**config.mk**
```make
export PLATFORM = sky130hd
export DESIGN_NAME = video_tft_init_sequencer
export DESIGN_NICKNAME = d
export VERILOG_FILES = /design/src/rtl/video_tft_init_sequencer.sv
export SDC_FILE = /design/constraint.sdc
export NUM_CORES = 1
export LEC_CHECK = 0
export CAP_MARGIN = 40
export CORE_MARGIN = 2
export CORE_UTILIZATION = 45
export DETAILED_ROUTE_END_ITERATION = 8
export GPL_ROUTABILITY_DRIVEN = 1
export PLACE_DENSITY = 0.64
export SLEW_MARGIN = 5
export SYNTH_ARGS = -nofsm -noshare
export SYNTH_HDL_FRONTEND = slang
export SYNTH_SLANG_ARGS = --single-unit
```
**constraint.sdc**
```tcl
create_clock -name iVCLK -period 4.17 [get_ports iVCLK]
set_clock_uncertainty 0.05 [all_clocks]
set_input_delay 0.834 -clock iVCLK [delete_from_list [all_inputs] [get_ports iVCLK]]
set_output_delay 0.834 -clock iVCLK [all_outputs]
set_load 0.01 [all_outputs]
```
**src/rtl/video_tft_init_sequencer.sv**
```systemverilog
// Table-driven init sequencer for an 8-bit 8080-style TFT command port (iVCLK domain).
// Define TFT_SEQ_HWRST_EN to add the panel hardware-reset phase before the table walk.
module video_tft_init_sequencer #(
  parameter int pRomAdrsW  = 6,
  parameter int pWrCycles  = 4,
  parameter int pMsDiv     = 60000,
  parameter int pRstLowMs  = 10,
  parameter int pRstWaitMs = 120
) (
  input  logic                 iVCLK,
  input  logic                 inVRST,
  input  logic                 iStart,
  output logic [pRomAdrsW-1:0] oRomAdrs,
  input  logic [9:0]           iRomData,
  output logic [7:0]           oTftData,
  output logic                 oTftRS,
  output logic                 oTftWR,
  output logic                 oTftRD,
  output logic                 oTftCS,
  output logic                 oTftRST,
  output logic                 oTftGate,
  output logic                 oBusy,
  output logic                 oDone
);

`ifdef TFT_SEQ_HWRST_EN
  localparam bit HW_RST_EN = 1'b1;
`else
  localparam bit HW_RST_EN = 1'b0;
`endif

  localparam int PRE_W  = $clog2(pMsDiv + 1);
  localparam int WCNT_W = $clog2(pWrCycles + 1);
  localparam int MS_W   = 16;

  localparam logic [PRE_W-1:0]     PRE_LAST    = PRE_W'(pMsDiv - 1);
  localparam logic [WCNT_W-1:0]    WR_LAST     = WCNT_W'(pWrCycles - 1);
  localparam logic [MS_W-1:0]      RST_LOW_MS  = MS_W'(pRstLowMs);
  localparam logic [MS_W-1:0]      RST_WAIT_MS = MS_W'(pRstWaitMs);
  localparam logic [pRomAdrsW-1:0] ADR_LAST    = {pRomAdrsW{1'b1}};

  typedef enum logic [3:0] {
    S_IDLE     = 4'd0,
    S_RST_LOW  = 4'd1,
    S_RST_WAIT = 4'd2,
    S_FETCH    = 4'd3,
    S_DECODE   = 4'd4,
    S_WR_SETUP = 4'd5,
    S_WR_LOW   = 4'd6,
    S_WR_HIGH  = 4'd7,
    S_DELAY    = 4'd8,
    S_DONE     = 4'd9
  } state_t;

  state_t                 state_q, state_d;
  logic [PRE_W-1:0]       pre_q, pre_d;
  logic [MS_W-1:0]        ms_q, ms_d;
  logic [WCNT_W-1:0]      wcnt_q, wcnt_d;
  logic [pRomAdrsW-1:0]   adrs_q, adrs_d;
  logic [7:0]             data_q, data_d;
  logic                   rs_q, rs_d;
  logic                   wr_q, wr_d;
  logic                   rd_q, rd_d;
  logic                   cs_q, cs_d;
  logic                   rst_q, rst_d;
  logic                   gate_q, gate_d;
  logic                   busy_q, busy_d;
  logic                   done_q, done_d;

  logic                   tick_end_s;
  logic                   ms_end_s;
  logic [PRE_W-1:0]       pre_step_s;
  logic [MS_W-1:0]        ms_step_s;
  logic                   wr_end_s;
  logic                   start_s;
  logic                   owns_s;
  state_t                 next_s;

  // A delay of N ms ends on the last prescaler cycle of its final tick; N=0 ends at once.
  assign tick_end_s = (pre_q == PRE_LAST);
  assign ms_end_s   = (ms_q == {MS_W{1'b0}}) || ((ms_q == MS_W'(1)) && tick_end_s);
  assign pre_step_s = tick_end_s ? {PRE_W{1'b0}} : (pre_q + PRE_W'(1));
  assign ms_step_s  = tick_end_s ? (ms_q - MS_W'(1)) : ms_q;
  assign wr_end_s   = (wcnt_q == WR_LAST);
  assign start_s    = ((state_q == S_IDLE) || (state_q == S_DONE)) && iStart;
  assign next_s     = (adrs_q == ADR_LAST) ? S_DONE : S_FETCH;

  // State and output registers with synchronous active-low reset.
  always_ff @(posedge iVCLK) begin
    if (!inVRST) begin
      state_q <= S_IDLE;
      pre_q   <= {PRE_W{1'b0}};
      ms_q    <= {MS_W{1'b0}};
      wcnt_q  <= {WCNT_W{1'b0}};
      adrs_q  <= {pRomAdrsW{1'b0}};
      data_q  <= 8'h00;
      rs_q    <= 1'b0;
      wr_q    <= 1'b1;
      rd_q    <= 1'b1;
      cs_q    <= 1'b1;
      rst_q   <= 1'b1;
      gate_q  <= 1'b0;
      busy_q  <= 1'b0;
      done_q  <= 1'b0;
    end else begin
      state_q <= state_d;
      pre_q   <= pre_d;
      ms_q    <= ms_d;
      wcnt_q  <= wcnt_d;
      adrs_q  <= adrs_d;
      data_q  <= data_d;
      rs_q    <= rs_d;
      wr_q    <= wr_d;
      rd_q    <= rd_d;
      cs_q    <= cs_d;
      rst_q   <= rst_d;
      gate_q  <= gate_d;
      busy_q  <= busy_d;
      done_q  <= done_d;
    end
  end

  // Next-state logic together with the prescaler, ms and strobe-width counters.
  always_comb begin
    state_d = state_q;
    pre_d   = pre_q;
    ms_d    = ms_q;
    wcnt_d  = wcnt_q;
    case (state_q)
      S_IDLE, S_DONE: begin
        if (iStart) begin
          state_d = HW_RST_EN ? S_RST_LOW : S_FETCH;
          pre_d   = {PRE_W{1'b0}};
          ms_d    = RST_LOW_MS;
        end else begin
          state_d = state_q;
        end
      end
      S_RST_LOW: begin
        if (ms_end_s) begin
          state_d = S_RST_WAIT;
          pre_d   = {PRE_W{1'b0}};
          ms_d    = RST_WAIT_MS;
        end else begin
          pre_d = pre_step_s;
          ms_d  = ms_step_s;
        end
      end
      S_RST_WAIT: begin
        if (ms_end_s) begin
          state_d = S_FETCH;
        end else begin
          pre_d = pre_step_s;
          ms_d  = ms_step_s;
        end
      end
      S_FETCH: state_d = S_DECODE;
      S_DECODE: begin
        case (iRomData[9:8])
          2'b00, 2'b01: state_d = S_WR_SETUP;
          2'b10: begin
            state_d = S_DELAY;
            pre_d   = {PRE_W{1'b0}};
            ms_d    = {8'h00, iRomData[7:0]};
          end
          default: state_d = S_DONE;
        endcase
      end
      S_WR_SETUP: begin
        state_d = S_WR_LOW;
        wcnt_d  = {WCNT_W{1'b0}};
      end
      S_WR_LOW: begin
        if (wr_end_s) begin
          state_d = S_WR_HIGH;
          wcnt_d  = {WCNT_W{1'b0}};
        end else begin
          wcnt_d = wcnt_q + WCNT_W'(1);
        end
      end
      S_WR_HIGH: begin
        if (wr_end_s) begin
          state_d = next_s;
        end else begin
          wcnt_d = wcnt_q + WCNT_W'(1);
        end
      end
      S_DELAY: begin
        if (ms_end_s) begin
          state_d = next_s;
        end else begin
          pre_d = pre_step_s;
          ms_d  = ms_step_s;
        end
      end
      default: state_d = S_IDLE;
    endcase
  end

  // Outputs are registered from the upcoming state so they line up with state_q.
  always_comb begin
    owns_s = (state_d != S_IDLE) && (state_d != S_DONE);
    gate_d = owns_s;
    busy_d = owns_s;
    cs_d   = !owns_s;
    wr_d   = (state_d != S_WR_LOW);
    rd_d   = 1'b1;
    rst_d  = HW_RST_EN ? (state_d != S_RST_LOW) : 1'b1;
    done_d = (state_d == S_DONE);
    if (start_s) begin
      adrs_d = {pRomAdrsW{1'b0}};
    end else if (((state_q == S_WR_HIGH) || (state_q == S_DELAY)) && (state_d == S_FETCH)) begin
      adrs_d = adrs_q + pRomAdrsW'(1);
    end else begin
      adrs_d = adrs_q;
    end
    if ((state_q == S_DECODE) && !iRomData[9]) begin
      data_d = iRomData[7:0];
      rs_d   = iRomData[8];
    end else begin
      data_d = data_q;
      rs_d   = rs_q;
    end
  end

  assign oRomAdrs = adrs_q;
  assign oTftData = data_q;
  assign oTftRS   = rs_q;
  assign oTftWR   = wr_q;
  assign oTftRD   = rd_q;
  assign oTftCS   = cs_q;
  assign oTftRST  = rst_q;
  assign oTftGate = gate_q;
  assign oBusy    = busy_q;
  assign oDone    = done_q;

endmodule

```
==> results.md <==
- Result of the run: complete, no violations
- Leak pwr: 1.34 nW
- Routed vias: 3082
- Worst min-delay path class: flop to flop
- Critical path capture point type: flop
- Total of max-cap violations: 0
- Global Route Usage Sum: 20.9%
- Syn Inst Count: 403
- Drt via density: 5.79
- Cell chosen for the clock root: sky130_fd_sc_hd__clkbuf_8
- Average size of a mapped cell: 8.07 um2
- Worst Max-Slew Pin Slew: 0.805 ns
- Worst Setup Start Kind: flop
- Asr flop ratio synth: 0%
- Clk network pwr share: 24.2%
- Routed length per placed instance: 14.8 um
- Yosys synthesis warning count: 0
- Maximum clock rate: 0.314 GHz
- Maximum level of the CTS H-tree: 3
- Final #Nets: 452
- Top routing layer in use: met4
- Setup TNS Final: 0 ns
- Number of antenna violations at the first check in global routing: 0
- Post-synthesis instance area: 3250 um2
- Cell breakdown of the critical path: ha_1 > nand4_1 > nor4_1 > o21ai_1 > o21a_1 > o21ai_0 > nand2_1 > o21ai_0
- First-pass GRT wire length: 13.1 mm
- Met1 wire length: 3.68 mm
- Number of buffers created by CTS: 9
- Buffers on Ports: 32
- Share of power burned in combinational logic: 41.1%
- Routed wl met3: 413 um
- Tcrit/Tclk final: 76.4%
- Main flop type after synthesis: sky130_fd_sc_hd__dfxtp_1
- Sw Pwr: 829 uW
- HPWL after detailed placement: 5.58 mm
- Routed wire length: 7.90 mm
- CTS hold repair buffers: 0
- Unrepaired setup endpoints after global routing: false
- CORE AREA: 6910 um2
- Largest fanout of any net on the critical path: 17
- Cell internal pwr: 1.16 mW
- Longest individual stage delay on the worst path: 0.50 ns
- Detailed Routing Iterations Pass 1: 4
- N_diodes: 0
- Number of global-route vias before repair: 2771
- Critical path class: flop to flop
- Detail Route Antenna Nets: 0
- Setup bufs post-CTS: 0
- # rows: 30
- Max Transition Viols Final: 0
- CTS tree: yes
- Sequential cell area fraction in the yosys report: 35.7%
- Reg2reg setup slack: 0.99 ns
- Clock Tree Buf Depth: 2
- GPL Wtd Cong: 0.855
- Pin count of the biggest net entering global routing: 24
- Post-CTS sizing: 0
- Cell type of the slowest stage on the worst timing path: sky130_fd_sc_hd__nor4_1
- Worst supply voltage drop on vdd: 0.000290 V
- Number of DRC markers after the initial detailed-route iteration: 158
- Die width: 89.0 um
- Area growth from synthesis to final layout: 17.5%
- Flop pwr share: 34.7%
- Endpoint required time on the critical path: 4.37 ns
- Remaining DRCs: 0
- Filler cell count in the final layout: 694
- Number of hold-slack violations in the final timing report: 0
- Count of cell types in the netlist: 66
- Gr ovfl total: 0
- Die span in y: 89.0 um
- Clock Sink Count: 58
- Post-synth EDFFs: 0
- Worst Path Arrival: 3.38 ns
- Total Die Area: 7920 um2
- Cell occurring most often along the worst timing path: sky130_fd_sc_hd__o21ai_0
- Count of final setup violators: 0
- Clock Pin Slew Worst Setup and Hold Paths: 0.06 ns
- Top-Level Pins: 35
- Effective utilization at floorplan: 47.1%
- Proportion of layout cells with a drive suffix above 1: 7.11%
- Clk_lat worst skew: 0.34 ns
- Family with the most delay on the worst path: simple AND/OR/NAND/NOR gates
- PD cells: 521 nW/um2
- Remaining max-slew budget at the tightest pin: 45.9%
- Post-synthesis register bit count: 58
- DR WL met2: 3.70 mm
- Shortest clock period the worst path allows after layout: 3.18 ns
- Critical path buffer and inverter count: 0
- Share of the core filled with cells: 55.3%
- Sw Ratio: 41.6%
-- cell usage in the layout (no fill, tap or decap), types with 7 or more instances in the layout --
cell type	Yosys	routed
sky130_fd_sc_hd__nand3_1	11	11
sky130_fd_sc_hd__xor2_1	14	14
sky130_fd_sc_hd__mux2i_1	11	11
sky130_fd_sc_hd__nor4_1	9	9
sky130_fd_sc_hd__dfxtp_1	58	58
sky130_fd_sc_hd__ha_1	8	8
sky130_fd_sc_hd__nor2_1	53	53
sky130_fd_sc_hd__clkdlybuf4s50_1	0	32
sky130_fd_sc_hd__nor3_1	7	7
sky130_fd_sc_hd__and3_1	8	8
sky130_fd_sc_hd__nand4_1	12	12
sky130_fd_sc_hd__o21ai_0	33	33
sky130_fd_sc_hd__inv_1	9	9
sky130_fd_sc_hd__clkbuf_8	0	12
sky130_fd_sc_hd__nor2b_1	7	7
sky130_fd_sc_hd__nand2_1	29	29
sky130_fd_sc_hd__a21oi_1	28	28
-- cell usage after synthesis (5+ instances only) --
master,number,area (um2)
sky130_fd_sc_hd__or3_1,5,31.3
sky130_fd_sc_hd__ha_1,8,100
sky130_fd_sc_hd__o21ai_0,33,165
sky130_fd_sc_hd__nor2_1,53,199
sky130_fd_sc_hd__nor4_1,9,56.3
sky130_fd_sc_hd__dfxtp_1,58,1160
sky130_fd_sc_hd__nand4_1,12,75.1
sky130_fd_sc_hd__nand3_1,11,55.1
sky130_fd_sc_hd__clkbuf_1,16,60.1
sky130_fd_sc_hd__or4_1,5,37.5
sky130_fd_sc_hd__a21oi_1,28,140
sky130_fd_sc_hd__mux2i_1,11,110
sky130_fd_sc_hd__xor2_1,14,123
sky130_fd_sc_hd__and3_1,8,50.1
sky130_fd_sc_hd__inv_1,9,33.8
sky130_fd_sc_hd__nor2b_1,7,43.8
sky130_fd_sc_hd__nor3_1,7,35.0
sky130_fd_sc_hd__o31ai_1,5,37.5
sky130_fd_sc_hd__nand2b_1,5,31.3
sky130_fd_sc_hd__nand2_1,29,109
-- cell type report --
cell class / count / area (um2) / area share (%)
Tap cell: 96 / 120 / 3.14
Multi-Input combinational cell: 316 / 1970 / 51.6
Timing Repair Buffer: 36 / 350 / 9.17
Clock buffer: 14 / 173 / 4.52
Inverter: 10 / 37.5 / 0.982
Clock inverter: 2 / 10.0 / 0.262
Sequential cell: 58 / 1160 / 30.4
-- worst reg2reg max path, stage by stage (launching register included) --
cell and delay [ns]:
sky130_fd_sc_hd__dfxtp_1 0.39, sky130_fd_sc_hd__ha_1 0.27, sky130_fd_sc_hd__nand4_1 0.36, sky130_fd_sc_hd__nor4_1 0.50
sky130_fd_sc_hd__o21ai_1 0.24, sky130_fd_sc_hd__o21a_1 0.41, sky130_fd_sc_hd__o21ai_0 0.19, sky130_fd_sc_hd__nand2_1 0.38
sky130_fd_sc_hd__o21ai_0 0.31
-- sequential cells by signal, indices dropped and copies added (netlist names) --
signal,cells
oTftCS,1
oTftWR,1
oTftData,8
wcnt_q,3
ms_q,16
oRomAdrs,6
oDone,1
state_q,4
oTftRS,1
pre_q,16
oBusy,1
-- per-stage QoR --
step	setup slack [ns]	cells	hold WS (ns)	instance area, um2	power [mW]
detailed placement	0.725	516	0.423	3640	1.51
finish	0.985	532	0.427	3820	1.99
global route	0.759	532	0.466	3820	2.13
floorplan	1.59	404	0.391	3260	1.29
CTS	1.00	532	0.431	3820	2.00
global placement	0.744	515	0.412	3630	1.50
-- cell families (layout without fill, tap and decap cells) --
kind of cell | Yosys count | after routing | synth area share (%)
multiplexers | 12 | 12 | 3.73
buffers and inverters | 30 | 62 | 3.81
other | 1 | 2 | 0.115
adder cells (fa/ha/maj) | 8 | 8 | 3.08
flip-flops | 58 | 58 | 35.7
AND/OR/NAND/NOR | 172 | 172 | 28.5
XOR/XNOR | 18 | 18 | 4.85
AO/OA/AOI/OAI | 104 | 104 | 20.2
-- final timing paths --
check / startpoint / to / depth (start not counted)
min: ms_q[15] / ms_q[15] / 2
min reg2reg: ms_q[15] / ms_q[15] / 2
max reg2reg: pre_q[0] / ms_q[1] / 8
max: pre_q[0] / ms_q[1] / 8
-- power groups by stage --
stage               sequential, mW  clock (mW)  combinational (mW)
finish                       0.691       0.482               0.819
global route                 0.700       0.521               0.911
CTS                          0.688       0.498               0.814
detailed placement           0.700           0               0.811
global placement             0.700           0               0.803
floorplan                    0.649           0               0.640
-- metal layers --
| layer | up-vias | global-route usage (%) |
|---|---|---|
| met5 | - | 0 |
| li1 | 1545 | - |
| met3 | 7 | 5.82 |
| met2 | 79 | 32.6 |
| met1 | 1451 | 28.3 |
| met4 | 0 | 6.38 |
Note: power is estimated with default switching activity, not from simulation.
